## src/rtl/me_block_scheduler_pkg.sv

```systemverilog
// Shared ME definitions: sequencer state encoding, motion-vector width and
// the default search-window centre, plus the index-to-MV conversion.
package me_block_scheduler_pkg;

  typedef enum logic [2:0] {
    ST_IDLE   = 3'd0,
    ST_LAUNCH = 3'd1,
    ST_RUN    = 3'd2,
    ST_HOLD   = 3'd3,
    ST_DONE   = 3'd4
  } me_state_e;

  localparam int MV_W              = 6;
  localparam int SEARCH_OFFSET_DEF = 8;

  // Zero-extend a 5-bit search index and subtract the window centre in
  // MV_W-bit two's complement.
  function automatic logic [MV_W-1:0] idx_to_mv(input logic [4:0] idx,
                                                input int         offset);
    return {1'b0, idx} - MV_W'(offset);
  endfunction

endpackage

```

## src/rtl/me_blk_counter.sv

```systemverilog
// Raster-order block position counter: x runs across a row, then y steps.
// The position returns to (0,0) after the last block of the frame.
module me_blk_counter #(
  parameter int W_BLK = 8,
  parameter int H_BLK = 8,
  parameter int XW    = 3,
  parameter int YW    = 3
) (
  input  logic          clk,
  input  logic          rst,
  input  logic          clr,
  input  logic          adv,
  output logic [XW-1:0] x,
  output logic [YW-1:0] y,
  output logic          last
);

  logic row_end;

  // Flags for the end of a row and the final block of the frame.
  always_comb begin
    row_end = (x == XW'(W_BLK - 1));
    last    = row_end && (y == YW'(H_BLK - 1));
  end

  // Position register: cleared on reset or frame start, stepped on advance.
  always_ff @(posedge clk) begin
    // NOTE: state in clocked processes uses <= so every flop samples the
    // pre-edge values, independent of statement order.
    if (rst || clr) begin
      x <= '0;
      y <= '0;
    end else if (adv) begin
      if (row_end) begin
        x <= '0;
        y <= last ? '0 : y + 1'b1;
      end else begin
        x <= x + 1'b1;
      end
    end
  end

endmodule

```

## src/rtl/me_block_scheduler.sv

```systemverilog
// Frame-level ME sequencer: launches one ME run per block in raster order,
// captures each block's MSAD and best position as a signed motion vector,
// and offers the result downstream over valid/ready.
module me_block_scheduler
  import me_block_scheduler_pkg::*;
#(
  parameter int FRAME_W_BLK    = 8,
  parameter int FRAME_H_BLK    = 8,
  parameter int SAD_BIT_WIDTH  = 14,
  parameter int SEARCH_OFFSET  = SEARCH_OFFSET_DEF,
  parameter int TIMEOUT_CYCLES = 512,
  localparam int XW = (FRAME_W_BLK > 1) ? $clog2(FRAME_W_BLK) : 1,
  localparam int YW = (FRAME_H_BLK > 1) ? $clog2(FRAME_H_BLK) : 1,
  localparam int TW = $clog2(TIMEOUT_CYCLES + 1)
) (
  input  logic                     clk,
  input  logic                     rst,
  input  logic                     start_i,
  output logic                     busy_o,
  output logic                     done_o,
  output logic                     err_o,
  output logic                     core_start_o,
  output logic                     core_en_o,
  output logic [XW-1:0]            blk_x_o,
  output logic [YW-1:0]            blk_y_o,
  input  logic                     core_valid_i,
  input  logic [SAD_BIT_WIDTH-1:0] core_msad_i,
  input  logic [4:0]               core_col_i,
  input  logic [4:0]               core_row_i,
  output logic                     res_valid_o,
  input  logic                     res_ready_i,
  output logic [SAD_BIT_WIDTH-1:0] res_msad_o,
  output logic [MV_W-1:0]          res_mvx_o,
  output logic [MV_W-1:0]          res_mvy_o,
  output logic [XW-1:0]            res_blk_x_o,
  output logic [YW-1:0]            res_blk_y_o
);

  me_state_e state, state_nxt;
  logic [TW-1:0] tcnt;
  logic          start_acc;
  logic          transfer;
  logic          capture;
  logic          tmo_last;
  logic          timeout_hit;
  logic          last_blk;

  // Raster position of the block currently being processed.
  me_blk_counter #(
    .W_BLK (FRAME_W_BLK),
    .H_BLK (FRAME_H_BLK),
    .XW    (XW),
    .YW    (YW)
  ) u_blk_counter (
    .clk  (clk),
    .rst  (rst),
    .clr  (start_acc),
    .adv  (transfer),
    .x    (blk_x_o),
    .y    (blk_y_o),
    .last (last_blk)
  );

  // Qualified events derived from state and handshake inputs.
  always_comb begin
    start_acc   = (state == ST_IDLE) && start_i;
    transfer    = (state == ST_HOLD) && res_ready_i;
    capture     = (state == ST_RUN) && core_valid_i;
    tmo_last    = (tcnt == TW'(TIMEOUT_CYCLES - 1));
    timeout_hit = (state == ST_RUN) && !core_valid_i && tmo_last;
  end

  // State register.
  always_ff @(posedge clk) begin
    if (rst) state <= ST_IDLE;
    else     state <= state_nxt;
  end

  // Next-state logic; a valid in the timeout cycle takes priority.
  always_comb begin
    // NOTE: defaulting every combinational output first means no path can
    // leave it unassigned, so no latch is inferred.
    state_nxt = state;
    unique case (state)
      ST_IDLE:   if (start_i) state_nxt = ST_LAUNCH;
      ST_LAUNCH: state_nxt = ST_RUN;
      ST_RUN: begin
        if (core_valid_i)  state_nxt = ST_HOLD;
        else if (tmo_last) state_nxt = ST_DONE;
      end
      ST_HOLD:   if (res_ready_i) state_nxt = last_blk ? ST_DONE : ST_LAUNCH;
      ST_DONE:   state_nxt = ST_IDLE;
      default:   state_nxt = ST_IDLE;
    endcase
  end

  // Moore outputs decoded from the current state.
  always_comb begin
    busy_o       = (state != ST_IDLE);
    done_o       = (state == ST_DONE);
    core_start_o = (state == ST_LAUNCH);
    core_en_o    = (state == ST_RUN);
    res_valid_o  = (state == ST_HOLD);
  end

  // Cycles spent in RUN for the current block; zero on entry to RUN.
  always_ff @(posedge clk) begin
    if (rst)                  tcnt <= '0;
    else if (state == ST_RUN) tcnt <= tcnt + 1'b1;
    else                      tcnt <= '0;
  end

  // Sticky timeout flag, cleared when a new frame is accepted.
  always_ff @(posedge clk) begin
    if (rst || start_acc) err_o <= 1'b0;
    else if (timeout_hit) err_o <= 1'b1;
  end

  // Result register, loaded only when the core reports during RUN.
  always_ff @(posedge clk) begin
    if (rst) begin
      res_msad_o  <= '0;
      res_mvx_o   <= '0;
      res_mvy_o   <= '0;
      res_blk_x_o <= '0;
      res_blk_y_o <= '0;
    end else if (capture) begin
      res_msad_o  <= core_msad_i;
      res_mvx_o   <= idx_to_mv(core_col_i, SEARCH_OFFSET);
      res_mvy_o   <= idx_to_mv(core_row_i, SEARCH_OFFSET);
      res_blk_x_o <= blk_x_o;
      res_blk_y_o <= blk_y_o;
    end
  end

endmodule
```

## config.mk

```make
export PLATFORM = sky130hd
export DESIGN_NAME = me_block_scheduler
export DESIGN_NICKNAME = d
export VERILOG_FILES = /design/src/rtl/me_block_scheduler_pkg.sv /design/src/rtl/me_blk_counter.sv /design/src/rtl/me_block_scheduler.sv
export SDC_FILE = /design/constraint.sdc
export NUM_CORES = 1
export LEC_CHECK = 0
export ABC_AREA = 1
export BUFFER_PORTS_ARGS = -buffer_cell sky130_fd_sc_hd__buf_2
export CAP_MARGIN = 20
export CORE_MARGIN = 8
export CORE_UTILIZATION = 44
export DETAILED_ROUTE_END_ITERATION = 12
export GPL_ROUTABILITY_DRIVEN = 0
export MAX_ROUTING_LAYER = met4
export PLACE_DENSITY = 0.73
export REMOVE_ABC_BUFFERS = 1
export SKIP_LAST_GASP = 1
export SYNTH_ARGS = -nofsm -noshare
export SYNTH_HDL_FRONTEND = slang
export SYNTH_SLANG_ARGS = --single-unit
```

## constraint.sdc

```tcl
create_clock -name clk -period 1.3 [get_ports clk]
set_input_delay 0 -clock clk [delete_from_list [all_inputs] [get_ports clk]]
set_output_delay 0 -clock clk [all_outputs]
set_load 0.005 [all_outputs]
```

==> results of run 1 <==
-- stage by stage --
| stage | instance area (µm²) | TNS (ps) | hold slack, ps | power, mW |
|---|---|---|---|---|
| detailed placement | 2590 | 0 | 195 | 3.08 |
| finish | 3120 | 0 | 7.03 | 4.33 |
| global route | 3120 | -565 | 27.3 | 4.59 |
| floorplan | 2060 | -196 | 91.9 | 2.55 |
| global placement | 2590 | -25.0 | 191 | 3.06 |
| CTS | 2920 | 0 | 2.36 | 4.08 |
-- tightest hold or removal path, delay by kind of cell --
family        cells  cell delay [ps]
simple gates      3              170
buf+inv           1              100
-- state kept, by name, indices dropped and copies added, names as in the netlist --
register,flops
res_msad_o,14
tcnt,10
res_mvx_o,6
res_mvy_o,6
res_blk_x_o,3
res_blk_y_o,3
state,3
u_blk_counter.x,3
u_blk_counter.y,3
err_o,1
-- kinds of logic after synthesis --
| group | count (synthesis) | synth area share |
|---|---|---|
| flops | 52 | 0.489 |
| buf+inv | 39 | 0.0863 |
| fa+ha+maj | 7 | 0.0411 |
| compound gates | 63 | 0.152 |
| simple gates | 113 | 0.228 |
| xor+xnor | 1 | 0.00411 |
-- layer usage --
layer	GRT usage	up-vias	wire (µm)
li1	-	1108	-
met1	0.176	1016	2560
met2	0.269	60	3160
met3	0.0344	11	241
met4	0.0637	0	150
met5	-	-	0
-- final timing paths --
path            start           end  slack (ps)
max          state[0]  res_mvy_o[5]          20
min               rst       tcnt[7]           7
max reg2reg  state[0]  res_mvy_o[5]          20
min reg2reg   tcnt[0]       tcnt[0]         450
-- cell type report --
| class | count | share of cell area |
|---|---|---|
| clock buffers | 7 | 0.0277 |
| clock inverters | 1 | 0.00241 |
| inverters | 30 | 0.0361 |
| multi-input cells | 184 | 0.310 |
| flip-flops and latches | 52 | 0.338 |
| well taps | 54 | 0.0217 |
| repair buffers | 115 | 0.265 |
-- placed cells by master (no fill, tap or decap), drive strengths merged --
cell type	count
dlygate4sd3	23
clkinvlp	1
nor3b	1
nand2	23
nor3	1
a21oi	18
buf	89
o21ai	43
o21a	1
or2	1
a211oi	1
nand3	9
xor2	1
nor2	76
inv	30
nand4	2
dfxtp	52
clkbuf	10
ha	7
-- power by group --
group	total, mW	switching (mW)	internal [mW]
sequential	1.98	0.143	1.84
clock	0.967	0.533	0.434
combinational	1.39	0.735	0.651
total	4.33	1.41	2.92
-- what timing repair did --
action	4_1_cts	5_1_grt
buffers inserted	0	4
pin swaps	0	5
hold buffers	23	0
endpoints found under the setup margin	2	45
gates resized for setup	2	40
gates cloned	0	4
hold endpoints to repair	23	0
==> results.yml, run 1 <==
outcome:
  status: "complete, no violations"
synth:
  avgSynthCellArea_um2: 7.75
  netlist.area_leader.share: 0.489
  synth_most_common_cell: "nor2_1"
  yosys_register_bits: 52
  yosysTopAreaCell: "dfxtp_1"
  synthFlopType: "dfxtp_1"
  synthTopCellsByArea: "dfxtp_1 49%, nor2_1 12%, o21ai_0 9.2%"
  yosysWarnings: 0
  ys_seq_area_frac: 0.489
  synthCells: 275
  synth.distinct_cells: 26
  synth_area_um2: 2130
  async_reset_ff_frac: 0
  synth_edf_count: 0
  synth_common_cells: "70 x nor2_1, 52 x dfxtp_1, 39 x o21ai_0, 27 x inv_1, 20 x nand2_1"
sta:
  finalSetupViolCount: 0
  relSlewSlack: 0.845
  fin_skew_ps: 5.26
  worst_pin_slew_ps: 233
  post-route-period-util: 0.985
  drv_slew: 0
  max_freq_mhz: 781
  worst_slack_ps: 19.1
  fin_crit_ps: 1280
  finalHoldViolations: 0
  rsz0062_at_grt: "true"
global_route:
  track_usage: 0.158
  grt_pass1_wl_um: 9220
  gr-total-overflow: 0
  antenna_found_initial: 0
  grt_max_degree: 40
  grt_pass1_vias: 2105
final_layout:
  diodes: 0
  fin_util: 0.665
  multi_input_area_um2: 966
  fillers: 379
  drive_gt1_frac: 0.339
  fin_nets: 424
  fin_cells: 443
  syn2layout_area_growth_pct: 46.4
  regArea_um2: 1050
critical_path:
  cp_num_buf_inv: 3
  r2r_cells: 7
  crit_required_ps: 1500
  crit_family: "buffers and inverters"
  path_depth: 7
  path_max_fanout: 10
  crit_arrival_ps: 1480
  path_cells: "inv_1 > nand2_4 > nor2_4 > buf_12 > clkbuf_16 > o21ai_0 > nor2_1"
  cp-end-kind: "flop"
  crit_path_max_incr_delay_ps: 370
  crit_type: "flop to flop"
  startpoint_type: "flop"
  crit_slowest_cell: "dfxtp_2"
routing:
  wl_um: 6120
  wl_per_cell_um: 13.8
  drt_first_pass_iters: 4
  vias_per_cell: 4.95
  drt_iter0_drc: 142
  antenna_left: 0
  dr_total_vias: 2195
  drc: 0
floorplan:
  die-area_um2: 7330
  die_w_um: 85.6
  start_util: 0.454
  io_pins: 73
  fp.dieH_um: 85.6
  std_cell_rows: 25
  core_um2: 4690
flow_run:
  max_cap_viol_count: 0
clock_tree:
  insertion_delay_ps: 300
  clk_pin_slew_worst_paths_ps: 100
  htreeDepth: 2
  cts-root-buf: "clkbuf_8"
  cts_num_sinks: 52
  cts_made_buffers: 5
  clock_path_buffers: 2
  cts_tree: "yes"
placed_design:
  dp_hpwl_um: 3800
  post-place-ws_ps: 3.43
  dp.cells: 404
  portBuffers: 72
power:
  peakVddDrop_mv: 0.893
  power_leakage_nw: 1.54
  p_per_area_nw_per_um2: 1390
worst_hold_path:
  hold_path_depth: 4
  hp-class: "input pin to flop"
Power figures use the tool's default switching activity.
==> inputs of run 2 (changes only) <==
--- a/config.mk
+++ b/config.mk
@@ -6,14 +6,14 @@
 export NUM_CORES = 1
 export LEC_CHECK = 0
 export ABC_AREA = 1
-export BUFFER_PORTS_ARGS = -buffer_cell sky130_fd_sc_hd__buf_2
 export CAP_MARGIN = 20
 export CORE_MARGIN = 8
-export CORE_UTILIZATION = 44
+export CORE_UTILIZATION = 50
 export DETAILED_ROUTE_END_ITERATION = 12
+export DONT_BUFFER_PORTS = 1
 export GPL_ROUTABILITY_DRIVEN = 0
 export MAX_ROUTING_LAYER = met4
-export PLACE_DENSITY = 0.73
+export PLACE_DENSITY = 0.67
 export REMOVE_ABC_BUFFERS = 1
 export SKIP_LAST_GASP = 1
 export SYNTH_ARGS = -nofsm -noshare
==> results.yml, run 2 (synthesis gave the netlist of run 1 again) <==
outcome:
  status: "complete, but fails checks"
  violations: "setup timing"
sta:
  relSlewSlack: 0.780
  fin_crit_ps: 1300
  rsz0062_at_grt: "true"
  worst_pin_slew_ps: 330
  finalSetupViolCount: 1
  finalHoldViolations: 0
  hold_slack_ps: 12.3
  drv_slew: 0
  post-route-period-util: 1.00
  worst_slack_ps: -4.30
  fin_skew_ps: 10.9
  max_freq_mhz: 767
  finalSetupTns_ps: -4.30
power:
  totalPowerFinal_mw: 4.35
  p_sw_frac: 0.319
  clockPowerShare: 0.259
  peakVddDrop_mv: 1.17
  p_int_mw: 2.96
  p_per_area_nw_per_um2: 1530
  p_comb_frac: 0.273
  power_leakage_nw: 1.24
  seqPwrFrac: 0.468
  power_switching_mw: 1.39
floorplan:
  die-area_um2: 6610
  io_pins: 73
  die_w_um: 81.3
  fp.dieH_um: 81.3
  core_um2: 4060
  std_cell_rows: 23
  start_util: 0.525
final_layout:
  layout_common_cells: "69 x nor2_1, 44 x dfxtp_1, 35 x o21ai_0, 26 x dlygate4sd3_1, 24 x inv_1"
  regArea_um2: 1050
  fillers: 326
  multi_input_area_um2: 971
  regMostFlops: "res_msad_o"
  fin_util: 0.702
  final_common_cell: "nor2_1"
  diodes: 0
  syn2layout_area_growth_pct: 33.7
  stdcell_area_um2: 2850
  largest_reg_flops: 14
  reg_top3: "res_msad_o: 14 flops, tcnt: 10 flops"
  fin_nets: 359
  fin_cells: 374
  drive_gt1_frac: 0.207
routing:
  drt_first_pass_iters: 4
  wl_um: 5960
  drt_iter0_drc: 127
  vias_per_cell: 5.22
  dr_total_vias: 1952
  drc: 0
  antenna_left: 0
  wl_per_cell_um: 15.9
global_route:
  track_usage: 0.164
  grt_max_degree: 40
  grt_pass1_vias: 1832
  gr-total-overflow: 0
  antenna_found_initial: 0
  grt_pass1_wl_um: 8350
critical_path:
  crit_family: "simple AND/OR/NAND/NOR gates"
  cpMostUsedCell: "nor2_4"
  cp_num_buf_inv: 3
  path_max_fanout: 10
  crit_required_ps: 1550
  path_cells: "inv_2 > nor2_4 > nand2_4 > nor2_4 > buf_12 > clkbuf_16 > o21ai_1 > nor2_1"
  startpoint_type: "flop"
  crit_arrival_ps: 1550
  cp-end-kind: "flop"
  crit_path_max_incr_delay_ps: 360
  crit_slowest_cell: "dfxtp_2"
  crit_type: "flop to flop"
clock_tree:
  cts-root-buf: "clkbuf_8"
  cts_made_buffers: 5
  cts_tree: "yes"
  htreeDepth: 2
  cts_num_sinks: 52
  clock_path_buffers: 2
  insertion_delay_ps: 310
  clk_pin_slew_worst_paths_ps: 100
worst_hold_path:
  hp-class: "input pin to flop"
placed_design:
  dp_hpwl_um: 3580
  portBuffers: 0
  dp.cells: 333
  post-place-ws_ps: 14.4
  placed_cell_area_um2: 2270
flow_run:
  max_cap_viol_count: 0
==> run 2: worst paths after layout <==
check / startpoint / endpoint / slack (ps) / depth (start not counted)
worst max-delay path: state[1] / res_msad_o[3] / -4 / 8
worst min register to register: tcnt[0] / tcnt[0] / 460 / 1
worst min-delay path: rst / u_blk_counter.x[0] / 10 / 4
worst max register to register: state[1] / res_msad_o[3] / -4 / 8
==> run 2: final cells by class <==
type	instances	share of cell area
Timing Repair Buffer	50	0.189
Tap cell	50	0.0220
Clock inverter	2	0.0136
Sequential cell	52	0.370
Clock buffer	6	0.0255
Multi-Input combinational cell	184	0.341
Inverter	30	0.0395
==> run 2: metal layers <==
| layer | GRT usage | share of wire | wire [µm] |
|---|---|---|---|
| met1 | 0.186 | 0.41 | 2420 |
| met5 | - | 0 | 0 |
| met4 | 0.0607 | 0.013 | 78 |
| met2 | 0.268 | 0.52 | 3090 |
| met3 | 0.0453 | 0.062 | 368 |
==> run 2: timing repair <==
action                     CTS  global route
hold buffers                26             0
resized for setup            0            33
buffers inserted             0             3
setup endpoints to repair    0            45
hold endpoints to repair    37             0
==> run 2: power by group through the flow <==
stage / clock [mW] / sequential [mW] / combinational [mW]
after floorplan: 0 / 2.00 / 0.555
after global placement: 0 / 2.05 / 0.850
after detailed placement: 0 / 2.06 / 0.872
after global routing: 1.20 / 2.06 / 1.32
final: 1.13 / 2.04 / 1.18
after CTS: 1.13 / 2.02 / 0.944
==> run 2: tightest hold or removal path: cells and delay by family <==
family | cells | cell delay (ps)
buffers and inverters | 2 | 170
AO/OA/AOI/OAI | 2 | 110
